**src/rtl/evb_pkg.sv**
```systemverilog
// rtl/evb_pkg.sv - shared types, constants and helpers for the event-frame reader
package evb_pkg;

  typedef enum logic [2:0] {
    T_EV_HDR  = 3'd0,
    T_TIME_HI = 3'd1,
    T_TIME_LO = 3'd2,
    T_CH_DATA = 3'd3,
    T_CH_TRL  = 3'd4,
    T_MOD_TRL = 3'd5,
    T_FILLER  = 3'd6,
    T_RSVD    = 3'd7
  } word_type_e;

  typedef enum logic [2:0] {
    S_IDLE, S_EV_HDR, S_TIME_HI, S_TIME_LO, S_CH, S_MOD_TRL, S_FILLER, S_RESYNC
  } state_e;

  localparam int         MAX_CH_WORDS_DEF = 134;
  localparam int         CNT_W            = 12;
  localparam logic [1:0] CH_TRL_MARK      = 2'b11;

  function automatic logic [4:0] popcount16(input logic [15:0] v);
    logic [4:0] n;
    n = '0;
    for (int i = 0; i < 16; i++) n = n + {4'b0, v[i]};
    return n;
  endfunction

endpackage

```
**src/rtl/evb_out_stage.sv**
```systemverilog
// rtl/evb_out_stage.sv - one-entry valid/ready output register
module evb_out_stage (
  input  logic        CLK,
  input  logic        RSTb,
  input  logic        clr,
  input  logic        load,
  input  logic [31:0] data_in,
  input  logic        ready,
  output logic        space,
  output logic        valid,
  output logic [31:0] data
);

  // Space also covers the slot being vacated this cycle, giving full throughput.
  assign space = !valid || ready;

  always_ff @(posedge CLK or negedge RSTb) begin
    if (!RSTb) begin
      valid <= 1'b0;
      data  <= '0;
    end else if (clr) begin
      valid <= 1'b0;
      data  <= '0;
    end else if (load) begin
      valid <= 1'b1;
      data  <= data_in;
    end else if (ready) begin
      valid <= 1'b0;
    end
  end

endmodule

```
**src/rtl/evb_frame_reader.sv**
```systemverilog
// rtl/evb_frame_reader.sv - pops, checks and type-tags event frames from the builder FIFO
module evb_frame_reader
  import evb_pkg::*;
#(
  parameter int MAX_CH_WORDS = MAX_CH_WORDS_DEF
) (
  input  logic        CLK,
  input  logic        RSTb,
  input  logic        ALL_CLEAR,
  input  logic        ENABLE,
  input  logic [15:0] ENABLE_MASK,
  input  logic [11:0] MODULE_ID,
  input  logic [23:0] FIFO_DATA,
  input  logic        FIFO_EMPTY,
  output logic        FIFO_RD,
  output logic [31:0] OUT_DATA,
  output logic        OUT_VALID,
  input  logic        OUT_READY,
  output logic        EVENT_DONE,
  output logic [23:0] EV_READ_CNT,
  output logic [4:0]  ERR_FLAGS
);

  state_e           state, state_nx;
  word_type_e       wtype;
  logic [15:0]      mask_q;
  logic [4:0]       n_ch, trl_cnt;
  logic [CNT_W-1:0] ch_words, ch_run;
  logic [23:0]      prev_ev;
  logic             have_prev;
  logic             space, consume, load, frame_end;
  logic             is_trl, at_limit, ch_close;

  assign n_ch     = popcount16(mask_q);
  assign is_trl   = FIFO_DATA[20:19] == CH_TRL_MARK;
  assign at_limit = ch_run == CNT_W'(MAX_CH_WORDS - 1);
  assign ch_close = is_trl || at_limit;

  // Resync drops words without touching the output register, so it ignores backpressure.
  assign consume   = !FIFO_EMPTY && !ALL_CLEAR && (state != S_IDLE) &&
                     (space || state == S_RESYNC);
  assign load      = consume && (state != S_RESYNC);
  assign FIFO_RD   = consume;
  assign frame_end = consume && (FIFO_DATA == '0) &&
                     (state == S_FILLER || state == S_RESYNC);

  always_comb begin
    state_nx = state;
    wtype    = T_RSVD;
    case (state)
      S_IDLE:    if (ENABLE && !FIFO_EMPTY) state_nx = S_EV_HDR;
      S_EV_HDR:  begin wtype = T_EV_HDR;  if (consume) state_nx = S_TIME_HI; end
      S_TIME_HI: begin wtype = T_TIME_HI; if (consume) state_nx = S_TIME_LO; end
      S_TIME_LO: begin
        wtype = T_TIME_LO;
        if (consume) state_nx = (mask_q == '0) ? S_MOD_TRL : S_CH;
      end
      S_CH: begin
        wtype = ch_close ? T_CH_TRL : T_CH_DATA;
        if (consume && ch_close && (trl_cnt + 5'd1 == n_ch)) state_nx = S_MOD_TRL;
      end
      S_MOD_TRL: begin wtype = T_MOD_TRL; if (consume) state_nx = S_FILLER; end
      S_FILLER: begin
        wtype = T_FILLER;
        if (consume) state_nx = (FIFO_DATA == '0) ? S_IDLE : S_RESYNC;
      end
      S_RESYNC:  if (consume && FIFO_DATA == '0) state_nx = S_IDLE;
      default:   state_nx = S_IDLE;
    endcase
  end

  always_ff @(posedge CLK or negedge RSTb) begin
    if (!RSTb) begin
      state       <= S_IDLE;
      mask_q      <= '0;
      trl_cnt     <= '0;
      ch_words    <= '0;
      ch_run      <= '0;
      prev_ev     <= '0;
      have_prev   <= 1'b0;
      ERR_FLAGS   <= '0;
      EV_READ_CNT <= '0;
      EVENT_DONE  <= 1'b0;
    end else if (ALL_CLEAR) begin
      state       <= S_IDLE;
      mask_q      <= '0;
      trl_cnt     <= '0;
      ch_words    <= '0;
      ch_run      <= '0;
      prev_ev     <= '0;
      have_prev   <= 1'b0;
      ERR_FLAGS   <= '0;
      EV_READ_CNT <= '0;
      EVENT_DONE  <= 1'b0;
    end else begin
      state      <= state_nx;
      EVENT_DONE <= frame_end;
      if (frame_end) EV_READ_CNT <= EV_READ_CNT + 24'd1;
      if (consume) begin
        case (state)
          S_EV_HDR: begin
            mask_q   <= ENABLE_MASK;
            trl_cnt  <= '0;
            ch_words <= '0;
            ch_run   <= '0;
            if (have_prev && FIFO_DATA != prev_ev + 24'd1) ERR_FLAGS[0] <= 1'b1;
            prev_ev   <= FIFO_DATA;
            have_prev <= 1'b1;
          end
          S_CH: begin
            ch_words <= ch_words + 1'b1;
            if (ch_close) begin
              trl_cnt <= trl_cnt + 5'd1;
              ch_run  <= '0;
              if (!is_trl) ERR_FLAGS[3] <= 1'b1;
            end else begin
              ch_run <= ch_run + 1'b1;
            end
          end
          S_MOD_TRL: begin
            if (FIFO_DATA[23:12] != MODULE_ID) ERR_FLAGS[1] <= 1'b1;
            if (FIFO_DATA[11:0] != ch_words)   ERR_FLAGS[2] <= 1'b1;
          end
          S_FILLER: if (FIFO_DATA != '0) ERR_FLAGS[4] <= 1'b1;
          default: ;
        endcase
      end
    end
  end

  evb_out_stage u_out (
    .CLK     (CLK),
    .RSTb    (RSTb),
    .clr     (ALL_CLEAR),
    .load    (load),
    .data_in ({wtype, 5'b0, FIFO_DATA}),
    .ready   (OUT_READY),
    .space   (space),
    .valid   (OUT_VALID),
    .data    (OUT_DATA)
  );

endmodule

```
**config.mk**
```make
export PLATFORM = sky130hd
export DESIGN_NAME = evb_frame_reader
export DESIGN_NICKNAME = d
export VERILOG_FILES = /design/src/rtl/evb_pkg.sv /design/src/rtl/evb_out_stage.sv /design/src/rtl/evb_frame_reader.sv
export SDC_FILE = /design/constraint.sdc
export NUM_CORES = 1
export LEC_CHECK = 0
export CORE_MARGIN = 8
export CORE_UTILIZATION = 53
export CTS_BUF_LIST = sky130_fd_sc_hd__clkbuf_16
export DETAILED_ROUTE_END_ITERATION = 6
export DONT_BUFFER_PORTS = 1
export GPL_TIMING_DRIVEN = 0
export HOLD_SLACK_MARGIN = 0.12
export MAX_ROUTING_LAYER = met4
export PLACE_DENSITY = 0.67
export SLEW_MARGIN = 20
export SYNTH_ARGS = -nofsm -noshare
export SYNTH_HDL_FRONTEND = slang
export SYNTH_SLANG_ARGS = --single-unit
```
**constraint.sdc**
```tcl
create_clock -name CLK -period 3.9 [get_ports CLK]
set_input_delay 0.39 -clock CLK [delete_from_list [all_inputs] [get_ports CLK]]
set_output_delay 0.39 -clock CLK [all_outputs]
set_load 0.05 [all_outputs]
```
==> out/qor.yml, run 1 <==
outcome:
  outcome: "finished with violations"
  violations: "setup timing"
worst_setup_path:
  path_max_fanout: 2
  critPathKind: "flop to flop"
  critPathLaunchType: "flop"
  required_ns: 4.24
  crit_buf_inv: 5
  cp-end-kind: "flop"
  slowest_stage: "fa_1"
  critical_path_arrival_ns: 4.28
  ff2ff_setup_slack_ns: -0.04
  path_delay_family: "adder cells"
  worstPathCellList: "fa_1 -> inv_1 -> fa_1 -> inv_1 -> fa_1 -> inv_1 -> fa_1 -> inv_2 -> ha_4 -> inv_2 -> fa_2 -> xnor2_1 -> nor4_1 -> a21oi_1 -> nor3_1"
  cpPeakStageDelay_ns: 0.53
  cp_common_cell: "fa_1"
place:
  dp_slack_ns: -0.170
  gp_congestion: 0.901
  dp_hpwl_mm: 15.8
  port_buffers: 0
clocking:
  cts_tree: "done"
  cts-root-buf: "clkbuf_16"
  htree_levels: 4
  path_clk_slew_ns: 0.06
  clock-sinks: 131
  clk_path_buf_depth: 2
  clk_latency_ns: 0.42
  cts_buffers: 17
grt:
  antenna_found_initial: 0
  grt_overflow_total: 0
  grt_first_pass_wirelength_mm: 36.7
  grt_pass1_vias: 6759
  grt_usage_pct: 24.1
  grt_max_degree: 132
power_and_ir_drop:
  leakage_nw: 3.74
  power_frac_clock_pct: 45.8
  seq_power_share_pct: 44.3
  comb_power_share_pct: 9.9
  powerDensity_nw_per_um2: 362
  intPower_mw: 2.37
  swShare_pct: 27.3
  irDropWorstVdd_v: 0.000345
  p_switching_mw: 0.891
routing:
  firstDrtPassIters: 5
  drt-initial-drc-count: 498
  drc_errors: 0
  postRouteAntennaNets: 0
  vias: 6822
  wl_mm: 22.5
  vias_per_cell: 5.88
  wire_per_inst_um: 19.4
logic_synthesis:
  yosysMostFrequentCell: "dfrtp_1"
  synth_top_cell_area_share_pct: 41.5
  synth_edf_count: 0
  synth_top_cell_by_area: "dfrtp_1"
  synth_commonest_cells: "dfrtp_1, nand2_1, o21ai_0, xor2_1"
  syn_area_um2: 7900
  ys_ff_latch: 131
  seq_area_frac_synth_pct: 41.5
  synthTopCellsByArea: "dfrtp_1, xor2_1, nand2_1"
  async_reset_ff_share_pct: 100
  syn_avg_cell_area_um2: 8.67
  ys.warnings.count: 0
  synth_cells: 911
  synth_cell_types: 65
  synthFlopType: "dfrtp_1"
floorplanning:
  initial_core_util_pct: 54.3
  ios: 122
  fp.dieW_um: 138
  die-area_um2: 19100
  die_h_um: 138
  coreArea_um2: 14500
  num_rows: 44
timing:
  finClkSkew_ns: 0.00738
  fin_crit_ns: 3.94
  fin_hold_ws_ns: 0.154
  worst_slack_ns: -0.0381
  tightest_slew_ns: 0.982
  post-route-period-util_pct: 101
  grt_setup_unrepaired: "true"
  max-slew-margin-rel_pct: 34.0
  setup_violations: 1
  max_freq_mhz: 254
  hold_violations: 0
  drv_slew: 0
cells_and_area:
  fillers: 1276
  drive_gt1_share_pct: 6.35
  num_antenna_cells: 0
  area_delta_synth_final_pct: 14.2
  nets: 1044
run:
  maxCapViolations: 0
min_path:
  hold_class: "input pin to flop"
[cells in the final DEF (no fill, tap or decap), types with 6 or more instances in the layout]
master         netlist  routed
a21oi_1             31      31
a31oi_1              6       6
and3_1              13      13
buf_2                7       7
buf_4                7       8
clkbuf_1            45      45
clkbuf_16            0      17
dfrtp_1            131     131
dlygate4sd3_1        0      28
fa_1                10       9
ha_1                12      11
inv_1               33      30
nand2_1            128     128
nand2b_1            57      57
nand3_1             34      34
nand4_1             13      13
nor2_1              57      57
nor2b_1              6       6
nor3_1              13      13
nor4_1              19      19
nor4b_1              6       6
o21ai_0             92      92
o31ai_1             19      19
or3_1                8       8
xnor2_1             26      25
xor2_1              59      59
[state kept, by name, summed over array words and instances, names as in the netlist]
name / flops
trl_cnt: 5
EV_READ_CNT: 24
state: 3
u_out.valid: 1
u_out.data: 27
EVENT_DONE: 1
prev_ev: 24
ch_run: 12
ch_words: 12
have_prev: 1
ERR_FLAGS: 5
mask_q: 16
[layout make-up]
cell class	count	area [um2]	share of cell area, %
plain buffers	60	260	2.88
clock inverters	14	116	1.29
inverters	34	128	1.41
multi-input cells	690	4270	47.3
well taps	184	230	2.55
flip-flops and latches	131	3280	36.3
repair buffers	30	315	3.49
clock buffers	17	425	4.72
[power by group through the flow]
stage	sequential, mW	clock [mW]	combinational, mW
2_1_floorplan	1.46	0	0.197
3_3_place_gp	1.47	0	0.251
3_5_place_dp	1.47	0	0.254
4_1_cts	1.45	1.51	0.317
5_1_grt	1.45	1.57	0.359
6_report	1.45	1.49	0.322
[worst reg2reg max path: cells and delay by family, from the launching register on]
family | cells | cell delay [ns]
AOI/OAI and AO/OA | 1 | 0.13
xor gates and xnor gates | 1 | 0.14
adders and majority gates | 6 | 2.56
buffers and inverters | 5 | 0.25
DFF | 1 | 0.40
and+or+nand+nor | 2 | 0.38
[path summary, 6_finish.rpt]
check                                startpoint            end  cells past startpoint
min in group asynchronous                  RSTb      ch_run[8]                      2
max in group asynchronous                  RSTb  u_out.data[7]                      2
worst max-delay path                 mask_q[11]       state[0]                     15
worst max register to register       mask_q[11]       state[0]                     15
worst min-delay path            ENABLE_MASK[13]     mask_q[13]                      2
worst min register to register       trl_cnt[4]     trl_cnt[4]                      2
[cells by family (layout without fill, tap and decap cells)]
group | after synthesis | count (layout) | share of synthesized area, %
xor gates and xnor gates | 85 | 85 | 9.43
other | 1 | 5 | 0.0475
buffers and inverters | 94 | 155 | 4.91
DFF | 131 | 131 | 41.5
adders and majority gates | 22 | 22 | 4.44
muxes | 3 | 3 | 0.380
and+or+nand+nor | 383 | 383 | 24.7
AOI/OAI and AO/OA | 192 | 192 | 14.6
[metal layers]
layer / vias up / share of wire (%) / track usage [%]
li1: 3249 / - / -
met5: - / 0 / -
met2: 246 / 47 / 37.5
met1: 3295 / 44 / 30.0
met4: 0 / 1.9 / 7.32
met3: 32 / 7.2 / 6.92
[through the flow]
step | utilization, % | power [mW] | area (um2) | instances | setup TNS, ns
floorplan | - | 1.66 | 7910 | 915 | 0
global placement | 56.0 | 1.72 | 8140 | 1099 | -0.173
detailed placement | 56.0 | 1.73 | 8140 | 1099 | -0.170
CTS | 62.0 | 3.27 | 9000 | 1160 | -0.0365
global route | 62.1 | 3.38 | 9020 | 1160 | -0.220
finish | 62.1 | 3.26 | 9020 | 1160 | -0.0381
[timing repair]
| item | 4_1_cts | 5_1_grt |
|---|---|---|
| setup buffers | 1 | 0 |
| pin swaps | 5 | 3 |
| hold endpoints to repair | 170 | 0 |
| hold buffers | 29 | 0 |
| gates resized for setup | 3 | 4 |
| endpoints found under the setup margin | 1 | 1 |
No activity file was read; power rests on OpenSTA's default activity.
==> run 2: changes to the inputs <==
- PLACE_DENSITY: 0.67 -> 0.64
- clock period: 3.9 -> 3.8 ns (I/O delays scaled with it)
==> out/qor.yml, run 2 (same netlist as run 1, synthesis figures left out) <==
outcome:
  outcome: "finished with violations"
  violations: "setup timing"
worst_setup_path:
  slowest_stage: "fa_1"
  cp-end-kind: "flop"
  cpPeakStageDelay_ns: 0.55  # +0.02 ns
  cp_common_cell: "inv_1"
  critical_path_arrival_ns: 4.31  # +0.03 ns
  path_delay_family: "adder cells"
  critPathLaunch: "mask_q[11]"
  required_ns: 4.08  # -0.16 ns
  worstPathCellList: "fa_1 -> inv_1 -> fa_1 -> inv_1 -> fa_1 -> inv_1 -> fa_1 -> inv_1 -> ha_2 -> inv_1 -> fa_2 -> inv_1 -> a21oi_1 -> xnor2_1 -> nand3_1 -> o21ai_1 -> a21oi_1 -> nor3_1"
  critPathLaunchType: "flop"
  ff2ff_setup_slack_ns: -0.24  # -0.20 ns
  r2r_start: "mask_q[11]"
  reg2reg_depth: 18  # +3
  critPathKind: "flop to flop"
  crit_buf_inv: 6  # +1
  cp_num_cells: 18  # +3
  crit_end: "state[0]"
  path_max_fanout: 2  # unchanged
  r2r-end: "state[0]"
grt:
  grt_first_pass_wirelength_mm: 36.2  # -1.3%
  grt_pass1_vias: 6660  # -1.5%
  grt_overflow_total: 0  # unchanged
  grt_usage_pct: 23.8  # -0.36 points
  antenna_found_initial: 0  # unchanged
  grt_max_degree: 132  # unchanged
cells_and_area:
  final_core_util_pct: 62.4  # +0.35 points
  reg_top3: "u_out.data x27, EV_READ_CNT x24, prev_ev x24"
  final_common_cell: "dfrtp_1"
  drive_gt1_share_pct: 6.35  # -0.0065 points
  nets: 1044  # unchanged
  layout_common_cells: "dfrtp_1, nand2_1, o21ai_0"
  largest_reg_flops: 27  # unchanged
  layoutNonFillerInstCount: 1161  # +0.086%
  fillers: 1257  # -1.5%
  area_delta_synth_final_pct: 14.9
  regMostFlops: "u_out.data"
  num_antenna_cells: 0  # unchanged
min_path:
  whs_path_depth: 2  # unchanged
  hold_class: "input pin to flop"
timing:
  worst_slack_ns: -0.235  # -0.197 ns
  max_freq_mhz: 248  # -2.4%
  max-slew-margin-rel_pct: 30.1  # -3.9 points
  drv_slew: 0  # unchanged
  setup_violations: 1  # unchanged
  finClkSkew_ns: 0.00940  # +0.00201 ns
  post-route-period-util_pct: 106  # +5.2 points
  grt_setup_unrepaired: "true"
  fin_hold_ws_ns: 0.148  # -0.00545 ns
  fin_crit_ns: 4.04  # +0.0969 ns
  hold_violations: 0  # unchanged
  tightest_slew_ns: 1.04  # +0.0581 ns
place:
  dp.cells: 1099  # unchanged
  dp_slack_ns: -0.214  # -0.0442 ns
  dp_hpwl_mm: 15.9  # +0.71%
  port_buffers: 0  # unchanged
  gp_congestion: 0.868  # -3.6%
routing:
  vias: 6934  # +1.6%
  wire_per_inst_um: 19.1  # -1.2%
  wl_mm: 22.2  # -1.1%
  postRouteAntennaNets: 0  # unchanged
  vias_per_cell: 5.97  # +1.6%
  drc_errors: 0  # unchanged
  firstDrtPassIters: 7  # +2
  drt-initial-drc-count: 697  # +40%
clocking:
  htree_levels: 4  # unchanged
  clock-sinks: 131  # unchanged
  clk_latency_ns: 0.43  # about the same
  path_clk_slew_ns: 0.06  # about the same
  cts_tree: "done"
  clk_path_buf_depth: 2  # unchanged
  cts-root-buf: "clkbuf_16"
  cts_buffers: 17  # unchanged
power_and_ir_drop:
  p_total_mw: 3.52  # +7.7%
  leakage_nw: 3.79  # +1.3%
  powerDensity_nw_per_um2: 387  # +7.1%
  irDropWorstVdd_v: 0.000316  # -8.2%
run:
  maxCapViolations: 0  # unchanged
floorplanning:
  die_h_um: 138  # unchanged
  num_rows: 44  # unchanged
  die-area_um2: 19100  # unchanged
  coreArea_um2: 14500  # unchanged
  ios: 122  # unchanged
  initial_core_util_pct: 54.3  # unchanged
  fp.dieW_um: 138  # unchanged
run 2: cell count changes in the layout (fill, tap and decap cells not counted), moves of 2 or more:
cell	previous run	this run
inv_6	1	6
inv_1	30	33
bufinv_16	1	3
clkinvlp_4	5	1
clkinv_1	2	0
inv_2	4	2
run 2: worst min-delay path by stage:
stage                          from             to  slack, ns
detailed placement             RSTb  u_out.data[9]       0.09
global route        ENABLE_MASK[11]     mask_q[11]       0.16
CTS                 ENABLE_MASK[11]     mask_q[11]       0.14
finish              ENABLE_MASK[11]     mask_q[11]       0.15
global placement               RSTb  u_out.data[8]       0.09
floorplan                      RSTb   ERR_FLAGS[0]       0.08
run 2: stage by stage:
step                      setup TNS [ns]  area [um2]
final                             -0.235        9070
after global routing              -0.481        9070
after CTS                         -0.216        9070
after detailed placement          -0.214        8140
after global placement            -0.218        8140
after floorplan                        0        7910
run 2: what timing repair did:
item / 4_1_cts / 5_1_grt
endpoints found under the hold margin: 170 / 0
hold buffers: 29 / 0
resized for setup: 4 / 1
endpoints found under the setup margin: 1 / 1
pin swaps: 3 / 0
setup buffers: 1 / 0
run 2: cell type report:
cell class | instances | area, um2 | share of cell area (%)
clock inverter | 15 | 178 | 1.96
tap | 184 | 230 | 2.54
timing repair buffer | 30 | 315 | 3.47
inverter | 34 | 128 | 1.41
multi-input combinational | 690 | 4260 | 46.9
sequential | 131 | 3280 | 36.1
clock buffer | 17 | 425 | 4.69
buffer | 60 | 260 | 2.87
run 2: power breakdown:
part	switching (mW)	total, mW	internal (mW)	leakage [nW]
combinational	0.201	0.324	0.123	1.67
clock	0.668	1.71	1.04	0.300
sequential	0.0645	1.48	1.42	1.82
total	0.934	3.52	2.58	3.79
run 2: worst reg2reg max path, cell delays in order, from the launching register on:
cell and delay [ns]:
dfrtp_1 0.41, fa_1 0.55, inv_1 0.05, fa_1 0.48, inv_1 0.05, fa_1 0.47
inv_1 0.05, fa_1 0.44, inv_1 0.07, ha_2 0.18, inv_1 0.06, fa_2 0.36
inv_1 0.06, a21oi_1 0.07, xnor2_1 0.12, nand3_1 0.08, o21ai_1 0.08, a21oi_1 0.24
nor3_1 0.08
run 2: routing by layer:
layer	track usage, %	part of all wire, %	vias up
met5	-	0	-
met4	7.49	2.2	0
met3	6.23	6.2	29
met2	37.0	48	214
met1	29.7	44	3446
li1	-	-	3245
